`config.mk`:
```
export PLATFORM = sky130hd
export DESIGN_NAME = hamming_decoder
export DESIGN_NICKNAME = d
export VERILOG_FILES = /design/src/rtl/hamming_decoder.sv
export SDC_FILE = /design/constraint.sdc
export NUM_CORES = 1
export LEC_CHECK = 0
export ABC_CLOCK_PERIOD_IN_PS = 2100
export CORE_AREA = 2 2 87 89
export CTS_CLUSTER_SIZE = 14
export DETAILED_ROUTE_END_ITERATION = 16
export DIE_AREA = 0 0 89 91
export GPL_TIMING_DRIVEN = 0
export PLACE_DENSITY = 0.72
export SLEW_MARGIN = 20
export SYNTH_ARGS = -nofsm -noshare
export SYNTH_HDL_FRONTEND = slang
export SYNTH_SLANG_ARGS = --single-unit
```
`constraint.sdc`:
```
create_clock -name clk -period 2.1 [get_ports clk]
set_input_delay 0.525 -clock clk [delete_from_list [all_inputs] [get_ports clk]]
set_output_delay 0.525 -clock clk [all_outputs]
set_load 0.005 [all_outputs]
```
`src/rtl/hamming_decoder.sv`:
```
// Two-stage SEC decoder for the 11-bit Hamming link word (7 data bits, parity at 1/2/4/8).
// Stage 1 holds the codeword and its syndrome; stage 2 holds the corrected payload and flags.
module hamming_decoder #(
    parameter int CNT_W = 16
) (
    input  logic             clk,
    input  logic             rst_n,
    input  logic             in_valid,
    output logic             in_ready,
    input  logic [11:1]      in_code,
    output logic             out_valid,
    input  logic             out_ready,
    output logic [7:1]       out_data,
    output logic [3:0]       out_syndrome,
    output logic             out_err_corr,
    output logic             out_err_uncorr,
    input  logic             clr_cnt,
    output logic [CNT_W-1:0] corr_cnt,
    output logic [CNT_W-1:0] uncorr_cnt
);

    logic        s1_valid;
    logic [11:1] s1_code;
    logic [3:0]  s1_syn;
    logic [3:0]  syn_in;
    logic        advance;
    logic        accept;
    logic        drain;
    logic [11:1] fixed;
    logic [7:1]  data_nx;
    logic        corr_nx;
    logic        uncorr_nx;

    always_comb begin
        syn_in[0] = in_code[1] ^ in_code[3] ^ in_code[5] ^ in_code[7] ^ in_code[9] ^ in_code[11];
        syn_in[1] = in_code[2] ^ in_code[3] ^ in_code[6] ^ in_code[7] ^ in_code[10] ^ in_code[11];
        syn_in[2] = in_code[4] ^ in_code[5] ^ in_code[6] ^ in_code[7];
        syn_in[3] = in_code[8] ^ in_code[9] ^ in_code[10] ^ in_code[11];
    end

    // Stage 1 may move on when stage 2 is empty or being drained this cycle.
    assign drain    = out_valid & out_ready;
    assign advance  = s1_valid & (~out_valid | out_ready);
    assign in_ready = ~s1_valid | advance;
    assign accept   = in_valid & in_ready;

    always_comb begin
        fixed     = s1_code;
        corr_nx   = 1'b0;
        uncorr_nx = 1'b0;
        if (s1_syn >= 4'd12) begin
            uncorr_nx = 1'b1;
        end else if (s1_syn != 4'd0) begin
            corr_nx = 1'b1;
            for (int i = 1; i <= 11; i++) begin
                if (s1_syn == 4'(i)) fixed[i] = ~s1_code[i];
            end
        end
        data_nx = {fixed[11], fixed[10], fixed[9], fixed[7], fixed[6], fixed[5], fixed[3]};
    end

    always_ff @(posedge clk or negedge rst_n) begin
        if (!rst_n) begin
            s1_valid <= 1'b0;
            s1_code  <= '0;
            s1_syn   <= '0;
        end else if (accept) begin
            s1_valid <= 1'b1;
            s1_code  <= in_code;
            s1_syn   <= syn_in;
        end else if (advance) begin
            s1_valid <= 1'b0;
        end
    end

    // Output fields only change on a load, so a stalled word holds stable.
    always_ff @(posedge clk or negedge rst_n) begin
        if (!rst_n) begin
            out_valid      <= 1'b0;
            out_data       <= '0;
            out_syndrome   <= '0;
            out_err_corr   <= 1'b0;
            out_err_uncorr <= 1'b0;
        end else if (advance) begin
            out_valid      <= 1'b1;
            out_data       <= data_nx;
            out_syndrome   <= s1_syn;
            out_err_corr   <= corr_nx;
            out_err_uncorr <= uncorr_nx;
        end else if (drain) begin
            out_valid <= 1'b0;
        end
    end

    always_ff @(posedge clk or negedge rst_n) begin
        if (!rst_n) begin
            corr_cnt   <= '0;
            uncorr_cnt <= '0;
        end else if (clr_cnt) begin
            corr_cnt   <= '0;
            uncorr_cnt <= '0;
        end else if (drain) begin
            if (out_err_corr && (corr_cnt != {CNT_W{1'b1}}))
                corr_cnt <= corr_cnt + CNT_W'(1);
            if (out_err_uncorr && (uncorr_cnt != {CNT_W{1'b1}}))
                uncorr_cnt <= uncorr_cnt + CNT_W'(1);
        end
    end

endmodule

```
==> qor.log, run 1 <==
[pwr] Net Sw Power 0.8058 mW
[drt] number of DRC markers after the initial detailed-route iteration 123
[pwr] largest vdd supply drop 0.0003812 V
[die] site row count 31
[grt] grt total ovfl 0
[die] x dimension of the die 89 microns
[placed_design] post-place instance area 3890 sq um
[logic_synthesis] Yosys top cell area share 0.4640
[setup_path] depth of the worst register-to-register path 5
[setup_path] CP Max Fanout 7
[logic_synthesis] post-synthesis instance area 3128 sq um
[logic_synthesis] library cells used by synthesis 46
[logic_synthesis] cell with the most instances after synthesis sky130_fd_sc_hd__dfrtp_1
[pwr] fraction of power consumed by the clock network 0.371
[setup_path] critical path capture point type output port
[sta] final hold viol count 0
[sta] Fin Hold WS 0.05762 ns
[sta] Layout Skew 0.007601 ns
[logic_synthesis] number of synthesized register bits 58
[setup_path] required time worst endpoint 1.57 ns
[clock_tree] clock tree from TritonCTS yes
[drt] average wire per cell in the routed design 14.63 microns
[grt] pin count of the biggest net entering global routing 40
[logic_synthesis] fraction of the yosys area taken by sequential cells 0.4640
[sta] number of max-slew violations in the final report 0
[hold_path] Hold/Removal Path Class input pin to asynchronous set/reset pin
[placed_design] weighted congestion reported at the end of routability-driven placement 0.8310
[sta] final clock period utilization by the worst path 0.9620
[drt] Routed Antenna Nets 0
[final_layout] Multi-input gate area 1608 sq um
[drt] vias per cell 5.511
[pwr] share of total power consumed by net switching 0.2648
[setup_path] type of origin of the critical path input pin
[die] Ports 63
[final_layout] layout net count 407
[clock_tree] CTS buffer count 9
[drt] detailed-route via count 2717
[final_layout] proportion of layout cells with a drive suffix above 1 0.1421
[final_layout] count of antenna diodes in the layout 0
[sta] final setup violation count 0
[pwr] Lkg Pwr 1.635 nW
[sta] RSZ-0062 raised after global routing no
[logic_synthesis] number of standard cells after synthesis 314
[clock_tree] number of sinks on the clock net 58
[die] Floorplan Core Area 7137 sq um
[clock_tree] clk buf depth 2
[outcome] result of the run completed
[placed_design] sum of net half-perimeters after detailed placement 5339 microns
[sta] min cycle time layout 2.020 ns
[pwr] power share of the combinational group 0.194
[placed_design] quantity of I/O buffers inserted on ports 62
[clock_tree] CTS Root Buffer Type sky130_fd_sc_hd__clkbuf_8
[clock_tree] Worst-path clk slew 0.07 ns
[grt] via count of the first global-routing pass 2625
[logic_synthesis] Synthesis Warnings 0
[logic_synthesis] syn_nets 332
[sta] worst rel slew slack 0.6409
[grt] antenna violations before repair 0
[sta] transition time at the pin with the least slew margin 0.5386 ns
[drt] drc violations 0
[clock_tree] insertion delay to the later sink of the worst-skew pair 0.34 ns
[clock_tree] # H-tree levels 3
[final_layout] Storage cell area 1453 sq um
[logic_synthesis] Most used DFF post-synth sky130_fd_sc_hd__dfrtp_1
[sta] Max Freq 0.4950 GHz
[pwr] cell internal pwr 2.238 mW
[logic_synthesis] Mean Syn Cell Area 9.962 sq um
[logic_synthesis] most common library cells after synthesis sky130_fd_sc_hd__dfrtp_1, sky130_fd_sc_hd__nand2_1, sky130_fd_sc_hd__mux2_2
[logic_synthesis] cell type contributing the most total cell area after synthesis sky130_fd_sc_hd__dfrtp_1
[final_layout] Post-Route Utilization 0.5789
[final_layout] synth-to-layout area growth 32.08%
[logic_synthesis] asr flop ratio synth 1.000
[pwr] total power density per cell area 736.7 nW/um^2
[pwr] sequential group share of total power 0.435
[die] floorplan die height 91 microns
[grt] first-pass GRT wire length 12080 microns
[flow_run] Max-cap violations 0
[setup_path] crit path DAT 1.50 ns
[final_layout] final-layout fill cell count 676
[drt] post-detailed-routing wire length 7212 microns
[logic_synthesis] count of flip-flops with a built-in enable after synthesis 0
[drt] iteration count of the initial detailed-routing pass 4
[die] effective utilization at floorplan 0.4383
[setup_path] type of the worst setup path input pin to output port
[grt] all-layer global routing usage 0.1888
[final_layout] total non-filler cell area in the finished layout 4131 sq um
[logic_synthesis] cell types occupying the most area after synthesis sky130_fd_sc_hd__dfrtp_1, sky130_fd_sc_hd__mux2_2, sky130_fd_sc_hd__xnor2_1, sky130_fd_sc_hd__nand2_1, sky130_fd_sc_hd__a21oi_1
[die] total die area 8099 sq um
==> placed cells by master, fill, tap and decap left out, types with 12 or more instances in the layout <==
master,count
sky130_fd_sc_hd__a21oi_1,21
sky130_fd_sc_hd__nor2b_1,13
sky130_fd_sc_hd__nor2_1,17
sky130_fd_sc_hd__xnor2_1,16
sky130_fd_sc_hd__o21ai_0,18
sky130_fd_sc_hd__nand2_1,29
sky130_fd_sc_hd__nand3_1,12
sky130_fd_sc_hd__clkdlybuf4s50_1,60
sky130_fd_sc_hd__dfrtp_1,57
sky130_fd_sc_hd__mux2_2,23
==> power by group through the flow <==
stage                     clock network (mW)  registers [mW]  logic [mW]
after CTS                               1.16            1.33       0.600
after detailed placement                   0            1.34       0.600
final                                   1.13            1.33       0.589
after floorplan                            0            1.33       0.291
after global routing                    1.20            1.34       0.660
after global placement                     0            1.34       0.584
==> sequential cells by signal, summed over array words and instances, names as in the netlist, 4 cells and up <==
register / cells
uncorr_cnt: 16
corr_cnt: 16
out_syndrome: 4
s1_code: 7
out_data: 7
s1_syn: 4
==> layer usage <==
| layer | routed length, microns | GRT usage | vias up |
|---|---|---|---|
| met5 | 0 | 0 | - |
| met4 | 106 | 0.07214 | 0 |
| met1 | 3107 | 0.2424 | 1318 |
| li1 | - | - | 1307 |
| met3 | 390 | 0.04091 | 12 |
| met2 | 3607 | 0.3078 | 80 |
==> path summary, 6_finish.rpt <==
kind	startpoint	to	slack (ns)
max	out_ready	in_ready	0.08
min	rst_n	uncorr_cnt[10]	0.06
max reg2reg	uncorr_cnt[0]	uncorr_cnt[8]	0.12
min reg2reg	out_data[1]	out_data[1]	0.49
max in group asynchronous	rst_n	corr_cnt[0]	1.54
min in group clk	out_data[1]	out_data[1]	0.49
==> final cells by class <==
cell class              instances  share of cell area
inverters                       6            0.006360
multi-input cells             236              0.3892
well taps                      99             0.02998
clock buffers                   9             0.02998
clock inverters                 7             0.02271
plain buffers                  14             0.01393
repair buffers                 64              0.1563
flip-flops and latches         58              0.3516
==> timing repair <==
item,CTS,global route
pin swaps,0,0
buffers inserted,0,1
endpoints found under the setup margin,4,8
hold buffers,0,0
resized for setup,1,7
==> through the flow <==
step	setup slack (ns)	setup TNS [ns]	power (mW)	std cells
after floorplan	0.3218	0	1.624	314
after global placement	-1.363	-85.04	1.927	475
after detailed placement	-0.4110	-7.260	1.943	476
after CTS	0.03592	0	3.084	492
after global routing	0.006470	0	3.202	493
final	0.07988	0	3.044	493
==> critical path, cell delays in order <==
cell	delay, ns
sky130_fd_sc_hd__clkdlybuf4s15_1	0.26
sky130_fd_sc_hd__nand3b_1	0.24
sky130_fd_sc_hd__clkdlybuf4s50_1	0.47
==> logic make-up after synthesis <==
kind of cell	Yosys count	share of synthesized area
buf+inv	20	0.02520
simple gates	125	0.2296
flops	58	0.4640
fa+ha+maj	2	0.007999
compound gates	63	0.1252
mux	25	0.08920
xor+xnor	21	0.05880
Power figures use the tool's default switching activity.
==> run 2, diff against run 1 <==
Settings changed: CORE_AREA 2 2 87 89 to 2 2 92 94, DIE_AREA 0 0 89 91 to 0 0 94 96, PLACE_DENSITY 0.72 to 0.65, TNS_END_PERCENT set to 20.
==> run 2 against run 1 <==
Net effect:
- first-iteration DRC count shrank 6.5%
- via count shrank 1.2%
- non-clock buffer count shrank 1
- sequential power is essentially flat
- clock skew grew 0.0053 ns
- clock power shrank 16%
- die area grew 11%
- sequential share of layout area grew 0.33 points
- combinational power is essentially flat
- worst setup slack lost 0.026 ns
- highest routed layer unchanged
==> qor.log, run 2 (synthesis gave the netlist of run 1 again) <==
[setup_path] CP Max Fanout 7
[final_layout] count of antenna diodes in the layout 0
[drt] number of DRC markers after the initial detailed-route iteration 115
[placed_design] post-place instance area 3905 sq um
[grt] grt total ovfl 0
[setup_path] depth of the worst register-to-register path 6
[placed_design] sum of net half-perimeters after detailed placement 5295 microns
[sta] final clock period utilization by the worst path 0.9744
[sta] final hold viol count 0
[clock_tree] number of sinks on the clock net 58
[final_layout] most frequent cells in the layout sky130_fd_sc_hd__clkdlybuf4s50_1, sky130_fd_sc_hd__dfrtp_1, sky130_fd_sc_hd__nand2_1, sky130_fd_sc_hd__mux2_2, sky130_fd_sc_hd__a21oi_1
[final_layout] Storage cell area 1453 sq um
[drt] drc violations 0
[drt] average wire per cell in the routed design 14.70 microns
[setup_path] type of the worst setup path input pin to output port
[die] effective utilization at floorplan 0.3885
[clock_tree] # H-tree levels 3
[drt] iteration count of the initial detailed-routing pass 4
[clock_tree] clk buf depth 2
[final_layout] Post-Route Utilization 0.5083
[final_layout] synth-to-layout area growth 30.84%
[drt] post-detailed-routing wire length 7322 microns
[placed_design] weighted congestion reported at the end of routability-driven placement 0.8402
[flow_run] Max-cap violations 0
[pwr] Lkg Pwr 1.607 nW
[sta] min cycle time layout 2.046 ns
[sta] RSZ-0062 raised after global routing yes
[drt] vias per cell 5.392
[final_layout] layout net count 406
[clock_tree] Worst-path clk slew 0.07 ns
[setup_path] critical path capture point type output port
[drt] detailed-route via count 2685
[die] Ports 63
[grt] all-layer global routing usage 0.1735
[final_layout] final-layout fill cell count 772
[setup_path] reg-to-reg critical path startpoint corr_cnt[0]
[sta] transition time at the pin with the least slew margin 0.5404 ns
[die] total die area 9024 sq um
[drt] Routed Antenna Nets 0
[final_layout] registers with the highest flip-flop counts corr_cnt: 16 flops, uncorr_cnt: 16 flops
[final_layout] most common cell after layout, fill and taps aside sky130_fd_sc_hd__clkdlybuf4s50_1
[grt] antenna violations before repair 0
[placed_design] quantity of I/O buffers inserted on ports 62
[final_layout] proportion of layout cells with a drive suffix above 1 0.1323
[clock_tree] CTS Root Buffer Type sky130_fd_sc_hd__clkbuf_8
[setup_path] Worst R2R Setup Slack 0.13 ns
[final_layout] total non-filler cell area in the finished layout 4093 sq um
[grt] pin count of the biggest net entering global routing 48
[grt] via count of the first global-routing pass 2601
[setup_path] Crit Reg-Reg Endpoint corr_cnt[5]
[setup_path] crit path DAT 1.52 ns
[die] site row count 33
[hold_path] Hold/Removal Path Class input pin to asynchronous set/reset pin
[clock_tree] clock tree from TritonCTS yes
[sta] Layout Skew 0.01293 ns
[die] Floorplan Core Area 8051 sq um
[setup_path] required time worst endpoint 1.57 ns
[sta] post-route setup TNS 0 ns
[grt] first-pass GRT wire length 12160 microns
[clock_tree] insertion delay to the later sink of the worst-skew pair 0.34 ns
[sta] worst rel slew slack 0.6364
[placed_design] Post-Place Worst Slack -0.4014 ns
[clock_tree] CTS buffer count 9
[pwr] total power density per cell area 699.5 nW/um^2
[setup_path] type of origin of the critical path input pin
[outcome] result of the run completed
[pwr] largest vdd supply drop 0.0003172 V
[final_layout] Multi-input gate area 1598 sq um
[die] x dimension of the die 94 microns
[sta] Max Freq 0.4887 GHz
[sta] final setup violation count 0
[sta] number of max-slew violations in the final report 0
[die] floorplan die height 96 microns
[sta] minimum setup slack in the final design 0.05382 ns
run 2: changes by cell type in the layout (fill, tap and decap cells not counted), moves of 2 or more:
cell,delta
sky130_fd_sc_hd__clkinvlp_4,-2
sky130_fd_sc_hd__clkbuf_8,+3
sky130_fd_sc_hd__clkbuf_1,+2
sky130_fd_sc_hd__bufinv_16,-2
run 2: cell type report:
type / instances / share of cell area
clock buffer: 14 / 0.04219
tap: 105 / 0.03210
timing repair buffer: 63 / 0.1574
sequential: 58 / 0.3549
inverter: 6 / 0.006420
multi-input combinational: 236 / 0.3904
buffer: 14 / 0.01406
clock inverter: 2 / 0.002446
run 2: metrics by stage:
stage,std cells,hold WS (ns),power (mW)
after floorplan,314,0.2294,1.624
after global placement,481,0.4701,1.932
after detailed placement,482,0.3848,1.945
after CTS,498,0.01166,2.907
after global routing,498,0.01387,3.049
final,498,0.02029,2.863
run 2: worst max-delay path by stage:
stage	startpoint	end	slack, ns
finish	out_ready	in_ready	0.05
global route	corr_cnt[0]	corr_cnt[6]	-0.03
CTS	clr_cnt	corr_cnt[12]	0.05
detailed placement	out_ready	corr_cnt[12]	-0.40
global placement	rst_n	s1_code[9]	-1.43
floorplan	corr_cnt[0]	corr_cnt[14]	0.32
run 2: critical path: stages:
cell and delay (ns):
sky130_fd_sc_hd__dlygate4sd2_1 0.30, sky130_fd_sc_hd__nand3b_1 0.18, sky130_fd_sc_hd__clkdlybuf4s50_1 0.52
run 2: repair_timing:
| item | CTS | global route |
|---|---|---|
| buffers inserted | 0 | 0 |
| endpoints found under the setup margin | 5 | 8 |
| gates cloned | 0 | 0 |
| gates resized for setup | 1 | 4 |
| hold buffers | 0 | 0 |
| hold endpoints to repair | 0 | 0 |
run 2: power breakdown:
part | leakage [nW] | switching [mW] | total, mW | internal [mW]
Combinational | 0.754 | 0.258 | 0.592 | 0.333
Clock | 0.0965 | 0.424 | 0.946 | 0.522
Sequential | 0.757 | 0.0836 | 1.33 | 1.24
run 2: metal layers:
layer | GRT usage | wire length (microns) | up-vias
li1 | - | - | 1301
met1 | 0.2211 | 3287 | 1315
met2 | 0.2845 | 3573 | 62
met3 | 0.05168 | 385 | 7
met4 | 0.05556 | 76 | 0
met5 | 0 | 0 | -
==> run 3, diff against run 2 <==
Settings changed: ABC_AREA set to 1, CORE_AREA 2 2 92 94 to 2 2 95 97, DIE_AREA 0 0 94 96 to 0 0 97 99.
==> run 3 against run 2 <==
Net effect:
- register-to-register slack gained 0.07 ns
- hold slack improved by 0.050 ns
- sequential share of layout area shrank 2.3 points
- highest routed layer unchanged
- area after synthesis increased by 7.6%
- worst setup slack gained 0.064 ns
- largest power group unchanged
- critical endpoint unchanged
- die area up 6.4%
- synthesized cell count increased by 43%
==> qor.log, run 3 <==
[outcome] result of the run completed
[grt] first-pass GRT wire length 14430 microns
[setup_path] critical path capture point type output port
[grt] antenna violations before repair 0
[final_layout] most common cell after layout, fill and taps aside sky130_fd_sc_hd__nand2_1
[drt] post-detailed-routing wire length 8326 microns
[sta] worst rel slew slack 0.4728
[logic_synthesis] post-synthesis instance area 3367 sq um
[sta] transition time at the pin with the least slew margin 0.7826 ns
[setup_path] combined buffer and inverter count along the critical path 3
[die] site row count 34
[die] total die area 9603 sq um
[grt] grt peak-use layer met2
[logic_synthesis] fraction of the yosys area taken by sequential cells 0.4311
[setup_path] Worst R2R Setup Slack 0.20 ns
[logic_synthesis] asr flop ratio synth 1.000
[grt] via count of the first global-routing pass 3143
[grt] pin count of the biggest net entering global routing 37
[placed_design] sum of net half-perimeters after detailed placement 6358 microns
[final_layout] registers with the highest flip-flop counts corr_cnt: 16 flops, uncorr_cnt: 16 flops
[pwr] Lkg Pwr 1.918 nW
[logic_synthesis] Most used DFF post-synth sky130_fd_sc_hd__dfrtp_1
[logic_synthesis] number of synthesized register bits 58
[clock_tree] CTS Root Buffer Type sky130_fd_sc_hd__clkbuf_8
[drt] average wire per cell in the routed design 13.11 microns
[pwr] largest vdd supply drop 0.0004305 V
[logic_synthesis] count of flip-flops with a built-in enable after synthesis 0
[clock_tree] number of sinks on the clock net 58
[logic_synthesis] library cells used by synthesis 30
[logic_synthesis] cell type contributing the most total cell area after synthesis sky130_fd_sc_hd__dfrtp_1
[sta] number of max-slew violations in the final report 0
[die] Floorplan Core Area 8551 sq um
[placed_design] Post-Place Worst Slack -0.1378 ns
[setup_path] Crit Reg-Reg Endpoint corr_cnt[7]
[final_layout] count of antenna diodes in the layout 0
[die] Ports 63
[grt] met3 usage 0.03475
[drt] detailed-route via count 3127
[setup_path] CP Max Fanout 3
[die] floorplan die height 99 microns
[logic_synthesis] Synthesis Warnings 0
[clock_tree] CTS buffer count 9
[final_layout] synth-to-layout area growth 29.69%
[final_layout] number of standard cells in the final layout excluding fillers 635
[placed_design] placed cells 619
[sta] min cycle time layout 1.982 ns
[setup_path] critical-path cell with the highest stage delay sky130_fd_sc_hd__clkdlybuf4s50_1
[grt] grt total ovfl 0
[setup_path] crit path DAT 1.46 ns
[setup_path] required time worst endpoint 1.57 ns
[sta] final setup violation count 0
[clock_tree] Worst-path clk slew 0.08 ns
[setup_path] depth of the worst register-to-register path 8
[drt] vias per cell 4.924
[logic_synthesis] Yosys top cell area share 0.4311
[sta] Layout Skew 0.01399 ns
[placed_design] quantity of I/O buffers inserted on ports 62
[logic_synthesis] Mean Syn Cell Area 7.516 sq um
[clock_tree] insertion delay to the later sink of the worst-skew pair 0.34 ns
[hold_path] Hold/Removal Path Class input pin to asynchronous set/reset pin
[final_layout] layout net count 540
[sta] minimum setup slack in the final design 0.1180 ns
[setup_path] type of the worst setup path input pin to output port
[setup_path] critical path's top delay family buffers and inverters
[die] x dimension of the die 97 microns
[drt] drc violations 0
[drt] iteration count of the initial detailed-routing pass 5
[final_layout] Post-Route Utilization 0.5107
[logic_synthesis] syn_nets 466
[logic_synthesis] most common library cells after synthesis sky130_fd_sc_hd__nand2_1, sky130_fd_sc_hd__dfrtp_1, sky130_fd_sc_hd__nor2_1
[logic_synthesis] cell types occupying the most area after synthesis sky130_fd_sc_hd__dfrtp_1, sky130_fd_sc_hd__nand2_1, sky130_fd_sc_hd__nand4_1, sky130_fd_sc_hd__nor2_1, sky130_fd_sc_hd__xor2_1
[clock_tree] clock tree from TritonCTS yes
[grt] met2 capacity usage during global routing 0.3082
[sta] final hold viol count 0
[setup_path] reg-to-reg critical path startpoint corr_cnt[0]
[grt] global-route met1 utilization 0.2358
[setup_path] cell-by-cell trace of the critical path clkdlybuf4s50_1 > inv_1 > nand3_1 > dlygate4sd2_1
[logic_synthesis] number of standard cells after synthesis 448
[placed_design] weighted congestion reported at the end of routability-driven placement 0.8532
[die] effective utilization at floorplan 0.3938
[clock_tree] hold_buf cts 0
[sta] Max Freq 0.5045 GHz
[clock_tree] clk buf depth 2
[final_layout] proportion of layout cells with a drive suffix above 1 0.08539
[drt] Routed Antenna Nets 0
[setup_path] type of origin of the critical path input pin
[flow_run] Max-cap violations 0
[drt] number of DRC markers after the initial detailed-route iteration 172
[sta] RSZ-0062 raised after global routing no
[placed_design] post-place instance area 4140 sq um
[final_layout] total non-filler cell area in the finished layout 4367 sq um
[clock_tree] # H-tree levels 3
[grt] all-layer global routing usage 0.1844
[pwr] total power density per cell area 738.3 nW/um^2
[clock_tree] Post-CTS Setup Repair Bufs 0
[logic_synthesis] cell with the most instances after synthesis sky130_fd_sc_hd__nand2_1
[setup_path] delay of the slowest critical-path stage 0.46 ns
[sta] post-route setup TNS 0 ns
[final_layout] most frequent cells in the layout sky130_fd_sc_hd__nand2_1, sky130_fd_sc_hd__clkdlybuf4s50_1, sky130_fd_sc_hd__dfrtp_1, sky130_fd_sc_hd__nor2_1, sky130_fd_sc_hd__inv_1
[sta] final clock period utilization by the worst path 0.9438
==> run 3: cell types whose count changed after synthesis, sizes merged, moves of 14 or more <==
cell   before  now
a21oi      21    0
nor2       17   51
mux2       23    0
inv         5   34
o21ai      18   32
nand4      11   26
nand2      29  172
==> run 3: metal layers <==
metal	vias to the layer above	wire (microns)
met2	80	3880
met3	12	430
li1	1592	-
met4	0	152
met5	-	0
met1	1443	3862
==> run 3: what timing repair did <==
item | 4_1_cts | 5_1_grt
setup endpoints to repair | 1 | 0
endpoints found under the hold margin | 0 | 0
gates resized for setup | 1 | 0
==> run 3: final cells by class <==
cell class / count / area [sq um]
fillers: 837 / 4184
multi-input cells: 346 / 1722
flip-flops and latches: 58 / 1451
repair buffers: 63 / 636.9
clock buffers: 10 / 137.6
well taps: 108 / 135.1
inverters: 34 / 130.1
clock inverters: 6 / 90.09
plain buffers: 10 / 63.81
==> run 3: worst max-delay path by stage <==
stage | cells past startpoint | start | end | slack, ns
3_3_place_gp | 1 | rst_n | s1_code[6] | -1.45
4_1_cts | 4 | out_ready | in_ready | 0.12
6_report | 4 | out_ready | in_ready | 0.12
5_1_grt | 4 | out_ready | in_ready | 0.007
2_1_floorplan | 10 | uncorr_cnt[0] | uncorr_cnt[8] | 0.57
3_5_place_dp | 4 | out_ready | in_ready | -0.14
==> run 3: where the power goes <==
group          internal (mW)  switching, mW  leakage, nW
registers               1.26          0.119        0.765
clock network          0.702          0.474        0.112
logic                  0.338          0.333         1.04
total                   2.30          0.925         1.92
==> run 3: kinds of logic after synthesis <==
| family | Yosys count | synth area share |
|---|---|---|
| AND/OR/NAND/NOR | 277 | 0.3657 |
| flip-flops | 58 | 0.4311 |
| buffers and inverters | 44 | 0.05760 |
| AO/OA/AOI/OAI | 41 | 0.07061 |
| XOR/XNOR | 26 | 0.06763 |
| adder cells (fa/ha/maj) | 2 | 0.007431 |
==> run 3: through the flow <==
step,hold WS [ns],power (mW)
after floorplan,0.2294,1.692
after global placement,0.4728,2.066
after detailed placement,0.4492,2.080
after CTS,0.07441,3.269
after global routing,0.08588,3.409
final,0.06993,3.224
==> RTL edit 1 (flow settings as in run 3) <==
Set the parameter `CNT_W` to 18 (it was 16).
--- a/src/rtl/hamming_decoder.sv
+++ b/src/rtl/hamming_decoder.sv
@@ -1,7 +1,7 @@
 // Two-stage SEC decoder for the 11-bit Hamming link word (7 data bits, parity at 1/2/4/8).
 // Stage 1 holds the codeword and its syndrome; stage 2 holds the corrected payload and flags.
 module hamming_decoder #(
-    parameter int CNT_W = 16
+    parameter int CNT_W = 18
 ) (
     input  logic             clk,
     input  logic             rst_n,
Ports: changed (resized corr_cnt and uncorr_cnt); port bits go from 63 to 67. No check against the original RTL was run, so the function may have changed too.
==> RTL edit 1 against run 3 <==
Area after synthesis grew 12%. Register-to-register slack lost 20 ps. Power grew 3.3%. Highest routed layer unchanged. Sequential cell count grew 4. Worst hold slack lost 7.3 ps. First-iteration DRC count grew 9.3%. Critical path type unchanged. Setup slack gained 23 ps. Wire length grew 10%. Utilization grew 5.2 points. Non-clock buffer count grew 8. Largest cell class unchanged. Critical endpoint unchanged. Final area grew 10%.
==> RTL edit 1: results (changes against run 3) <==
[metrics] run status: finished, final reports clean
[metrics] H-tree depth: 3 (unchanged)
[metrics] top cells by area, synth: sky130_fd_sc_hd__dfrtp_1 41%, sky130_fd_sc_hd__nand2_1 16%, sky130_fd_sc_hd__nand3_1 7.3%
[metrics] via count of the first global-routing pass: 3,293 (+4.8%)
[metrics] Post-DP HPWL: 6.851 mm (+7.8%)
[metrics] Max IR drop VDD: 0.3350 mV (-22%)
[metrics] clock tree buffer depth: 2 (unchanged)
[metrics] maximum clock skew at final layout: 12.11 ps (-1.875 ps)
[metrics] last weighted congestion value of the routability-driven placer: 0.9004 (+5.5%)
[metrics] antenna violations before repair: 0 (unchanged)
[metrics] Slowest Stage Delay on Critical Path: 430 ps (-30 ps)
[metrics] first-pass iteration count of the detailed router: 4 (-1)
[metrics] proportion of synthesized chip area in sequential cells: 41.11% (-2.0 points)
[metrics] DR iter-0 viols: 188 (+9.3%)
[metrics] WL final: 9.157 mm (+10%)
[metrics] maximum number of pins on one net before global-route repair: 45 (+22%)
[metrics] maximum fanout count along the critical path: 3 (unchanged)
[metrics] # port buffers: 66 (+6.5%)
[metrics] setup fix buffers added after clock tree synthesis: 0 (unchanged)
[metrics] classification of the worst-slack hold path: input port to asynchronous set/reset pin
[metrics] final antenna diode count: 0 (unchanged)
[metrics] number of cells on the worst reg-to-reg path: 11 (+3)
[metrics] worst path arrival time: 1430 ps (-30 ps)
[metrics] clock edge transition at the registers on the reported setup and hold paths: 80 ps (about the same)
[metrics] first-pass GRT wire length: 15.58 mm (+8.0%)
[metrics] number of vias in the routed layout: 3,443 (+10%)
[metrics] origin of the worst setup path: out_ready
[metrics] leading cell types by count after synthesis: 163 x sky130_fd_sc_hd__nand2_1, 64 x sky130_fd_sc_hd__nor2_1, 62 x sky130_fd_sc_hd__dfrtp_1
[metrics] synthesis-to-finish area growth: 27.52%
[metrics] global router's overall resource usage: 19.78% (+1.3 points)
[metrics] Worst-Skew Late Latency: 340 ps (about the same)
[metrics] area post-placement: 4594 um2 (+11%)
[metrics] NumNets Final: 604 (+12%)
[metrics] number of distinct library cells after synthesis: 29 (-3.3%)
[metrics] Pleak: 2.177 nW (+13%)
[metrics] largest registers: corr_cnt: 18 flops, uncorr_cnt: 18 flops
[metrics] Mapped Nets: 526 (+13%)
[metrics] actual transition at the worst max-transition pin: 572.8 ps (-209.8 ps)
[metrics] ratio of cells with drive above 1 in the final layout: 9.645% (+1.1 points)
[metrics] family of cells with the greatest summed delay on the critical path: buffers and inverters
[metrics] number of buffers created by CTS: 9 (unchanged)
[metrics] setup slack after placement: -195.8 ps (-57.95 ps)
[metrics] post-synthesis async set-or-reset flop share: 100.0% (unchanged)
[metrics] count of filler cells inserted in the layout: 813 (-2.9%)
[metrics] FF-to-FF Start: uncorr_cnt[0]$_DFFE_PN0P_
[metrics] Root Driver: sky130_fd_sc_hd__clkbuf_8
[metrics] slowest cell on the critical path: sky130_fd_sc_hd__clkdlybuf4s50_1
[metrics] YS warnings: 0 (unchanged)
RTL edit 1: cell count changes in the layout (fill, tap and decap cells not counted), sizes merged, moves of 6 or more:
| cell | before | now |
|---|---|---|
| nand3 | 23 | 56 |
| nor2 | 51 | 71 |
| o21ai | 32 | 17 |
| nand4 | 26 | 12 |
| nand2 | 172 | 182 |
| clkbuf | 14 | 22 |
| o21bai | 7 | 0 |
| nor3 | 0 | 6 |
RTL edit 1: power breakdown:
part	internal [W]	switching [W]	total [W]
clock	0.000648	0.000491	0.00114
combinational	0.000357	0.000374	0.000731
sequential	0.00134	0.000121	0.00146
RTL edit 1: path summary, 6_finish.rpt:
kind	endpoint	slack, ps
worst max-delay path	in_ready	140
worst min-delay path	corr_cnt[5]$_DFFE_PN0P_	60
worst max register to register	uncorr_cnt[12]$_DFFE_PN0P_	180
worst min register to register	out_syndrome[1]$_DFFE_PN0P_	490
max in group asynchronous	out_err_corr$_DFFE_PN0P_	1520
min in group clk	out_syndrome[1]$_DFFE_PN0P_	490
RTL edit 1: metrics by stage:
stage | util, % | TNS [ps] | hold WS (ps) | cells
6_report | 56.28 | 0 | 62.65 | 699
5_1_grt | 56.28 | 0 | 66.18 | 699
4_1_cts | 56.28 | 0 | 63.16 | 699
3_5_place_dp | 53.73 | -3465 | 431.9 | 683
3_3_place_gp | 53.44 | -101170 | 471.7 | 682
2_1_floorplan | - | 0 | 229.4 | 508
RTL edit 1: per-layer routing:
| layer | routed length, um | vias to the layer above | global-route usage, % |
|---|---|---|---|
| li1 | - | 1762 | - |
| met1 | 4535 | 1605 | 27.59 |
| met2 | 4199 | 69 | 31.84 |
| met3 | 366 | 7 | 4.043 |
| met4 | 55 | 0 | 4.767 |
| met5 | 0 | - | 0 |
RTL edit 1: timing repair:
item | CTS | global route
hold buffers | 0 | 0
endpoints found under the setup margin | 1 | 0
gates resized for setup | 1 | 0
RTL edit 1: cell type report:
class                           count  area, um2  share of cell area (%)
Tap cell                          108      135.1                   2.808
Clock inverter                      4      53.80                   1.118
Inverter                           41      153.9                   3.198
Buffer                             14      82.58                   1.716
Timing Repair Buffer               67      684.4                   14.22
Clock buffer                       12      165.2                   3.432
Multi-Input combinational cell    391       1986                   41.26
Sequential cell                    62       1551                   32.24
RTL edit 1: cell families after synthesis:
family	Yosys count	share of synthesized area (%)
fa+ha+maj	2	0.6630
compound gates	19	2.620
flops	62	41.11
buf+inv	55	6.267
xor+xnor	35	8.123
simple gates	335	41.21
==> RTL edit 2 (settings of run 3) <==
Without the edit above. Make the reset (`rst_n`) synchronous in 3 clocked blocks.
--- a/src/rtl/hamming_decoder.sv
+++ b/src/rtl/hamming_decoder.sv
@@ -59,7 +59,7 @@
         data_nx = {fixed[11], fixed[10], fixed[9], fixed[7], fixed[6], fixed[5], fixed[3]};
     end
 
-    always_ff @(posedge clk or negedge rst_n) begin
+    always_ff @(posedge clk) begin
         if (!rst_n) begin
             s1_valid <= 1'b0;
             s1_code  <= '0;
@@ -74,7 +74,7 @@
     end
 
     // Output fields only change on a load, so a stalled word holds stable.
-    always_ff @(posedge clk or negedge rst_n) begin
+    always_ff @(posedge clk) begin
         if (!rst_n) begin
             out_valid      <= 1'b0;
             out_data       <= '0;
@@ -92,7 +92,7 @@
         end
     end
 
-    always_ff @(posedge clk or negedge rst_n) begin
+    always_ff @(posedge clk) begin
         if (!rst_n) begin
             corr_cnt   <= '0;
             uncorr_cnt <= '0;
Function: differs if rst_n is asserted again (counterexample within 4 cycles, from zero or initial values and one cycle with rst_n low); with rst_n held inactive, the same outputs for 4 cycles.
==> RTL edit 2 against run 3 <==
Sequential cell count unchanged. Sequential share of layout area down 5.4 points. Wire length down 4.5%. Via count up 2.4%. Register-to-register slack better by 90 ps. Die area unchanged. Area after synthesis down 4.6%. Setup slack better by 58 ps. Final area down 4.6%. Critical path type unchanged.
Power is not compared: it rests on default switching activity, and its combinational part moved more than twofold at a synthesized area within 25%.
==> RTL edit 2: results (changes against run 3) <==
[metrics] run status: finished, final reports clean
[metrics] clock edge transition at the registers on the reported setup and hold paths: 60 ps (-20 ps)
[metrics] synthesized area divided by synthesized cell count: 6.689 um2 (-11%)
[metrics] worst path arrival time: 1400 ps (-60 ps)
[metrics] ratio of cells with drive above 1 in the final layout: 7.194% (-1.3 points)
[metrics] last weighted congestion value of the routability-driven placer: 0.9399 (+10%)
[metrics] Mapped Nets: 498 (+6.9%)
[metrics] FF-to-FF Start: corr_cnt[0]$_SDFFE_PP0P_
[metrics] WL final: 7.949 mm (-4.5%)
[metrics] vias per cell: 4.822 (-2.1%)
[metrics] maximum number of pins on one net before global-route repair: 11 (-70%)
[metrics] post-synthesis async set-or-reset flop share: 0% (-100 points)
[metrics] placed instance count: 649 (+4.8%)
[metrics] first-pass iteration count of the detailed router: 4 (-1)
[metrics] global router's overall resource usage: 16.76% (-1.7 points)
[metrics] maximum clock skew at final layout: 10.47 ps (-3.514 ps)
[metrics] Critical R2R Capture: corr_cnt[11]$_SDFFE_PP0P_
[metrics] number of distinct library cells after synthesis: 27 (-10%)
[metrics] achievable frequency: 519.9 MHz (+3.0%)
[metrics] number of vias in the routed layout: 3,202 (+2.4%)
[metrics] count of filler cells inserted in the layout: 869 (+3.8%)
[metrics] setup slack of the most critical reg-to-reg path: 290 ps (+90 ps)
[metrics] setup slack after placement: -294.2 ps (-156.4 ps)
[metrics] number of cells on the worst reg-to-reg path: 9 (+1)
[metrics] NumNets Final: 570 (+5.6%)
[metrics] Post-DP HPWL: 6.085 mm (-4.3%)
[metrics] # port buffers: 61 (-1.6%)
[metrics] most used flip-flop cell after synthesis: sky130_fd_sc_hd__dfxtp_1
[metrics] DR iter-0 viols: 115 (-33%)
[metrics] top cells by area, synth: sky130_fd_sc_hd__dfxtp_1 36%, sky130_fd_sc_hd__nand2_1 17%, sky130_fd_sc_hd__nor2_1 7.0%
[metrics] actual transition at the worst max-transition pin: 565.0 ps (-217.6 ps)
-- RTL edit 2: cells by family after synthesis --
family	share of synthesized area, %
adder cells (fa/ha/maj)	0.7793
AND/OR/NAND/NOR	34.06
XOR/XNOR	9.002
buffers and inverters	7.833
AO/OA/AOI/OAI	12.16
flip-flops	36.17
-- RTL edit 2: layer usage --
| metal | share of wire (%) | wire length (um) | up-vias | global-route usage [%] |
|---|---|---|---|---|
| li1 | - | - | 1678 | - |
| met1 | 45 | 3555 | 1448 | 20.04 |
| met2 | 50 | 3981 | 68 | 29.33 |
| met3 | 3.8 | 302 | 8 | 3.759 |
| met4 | 1.4 | 110 | 0 | 6.501 |
| met5 | 0 | 0 | - | 0 |
-- RTL edit 2: power by group --
group | total (W) | switching, W | internal [W]
Clock | 0.00107 | 0.000428 | 0.000637
Combinational | 0.000261 | 0.000137 | 0.000124
Sequential | 0.00117 | 0.0000263 | 0.00114
Total | 0.00249 | 0.000591 | 0.00190
-- RTL edit 2: final cells by class --
type / count / area, um2 / area share (%)
buffer: 12 / 68.82 / 1.652
clock buffer: 13 / 168.9 / 4.054
clock inverter: 2 / 35.03 / 0.8408
inverter: 49 / 187.7 / 4.505
multi-input combinational: 361 / 1800 / 43.21
sequential: 58 / 1161 / 27.87
tap: 108 / 135.1 / 3.243
timing repair buffer: 61 / 609.3 / 14.62
-- RTL edit 2: worst max path at each step --
stage                                     end  depth (start not counted)
floorplan            out_data[4]$_SDFFE_PN0P_                          7
global placement    corr_cnt[14]$_SDFFE_PP0P_                          7
detailed placement   corr_cnt[9]$_SDFFE_PP0P_                          7
CTS                  corr_cnt[9]$_SDFFE_PP0P_                          7
global route         out_data[7]$_SDFFE_PN0P_                          8
finish                               in_ready                          4
-- RTL edit 2: what timing repair did --
action,CTS,global route
setup endpoints to repair,1,11
resized for setup,1,3
cloned,0,0
pin swaps,0,0
-- RTL edit 2: critical path: stages --
cell and delay (ps):
sky130_fd_sc_hd__clkdlybuf4s50_1 420, sky130_fd_sc_hd__inv_1 70, sky130_fd_sc_hd__nand3_1 100, sky130_fd_sc_hd__dlygate4sd2_1 280
-- RTL edit 2: metrics by stage --
step                area (um2)  power [W]  utilization, %  hold WS (ps)
floorplan                 3211   0.001336               -         447.1
CTS                       4159   0.002525           48.64         483.7
global placement          3956   0.001445           46.27         468.4
detailed placement        3956   0.001451           46.27         473.8
finish                    4167   0.002491           48.73         481.9
global route              4167   0.002612           48.73         526.9
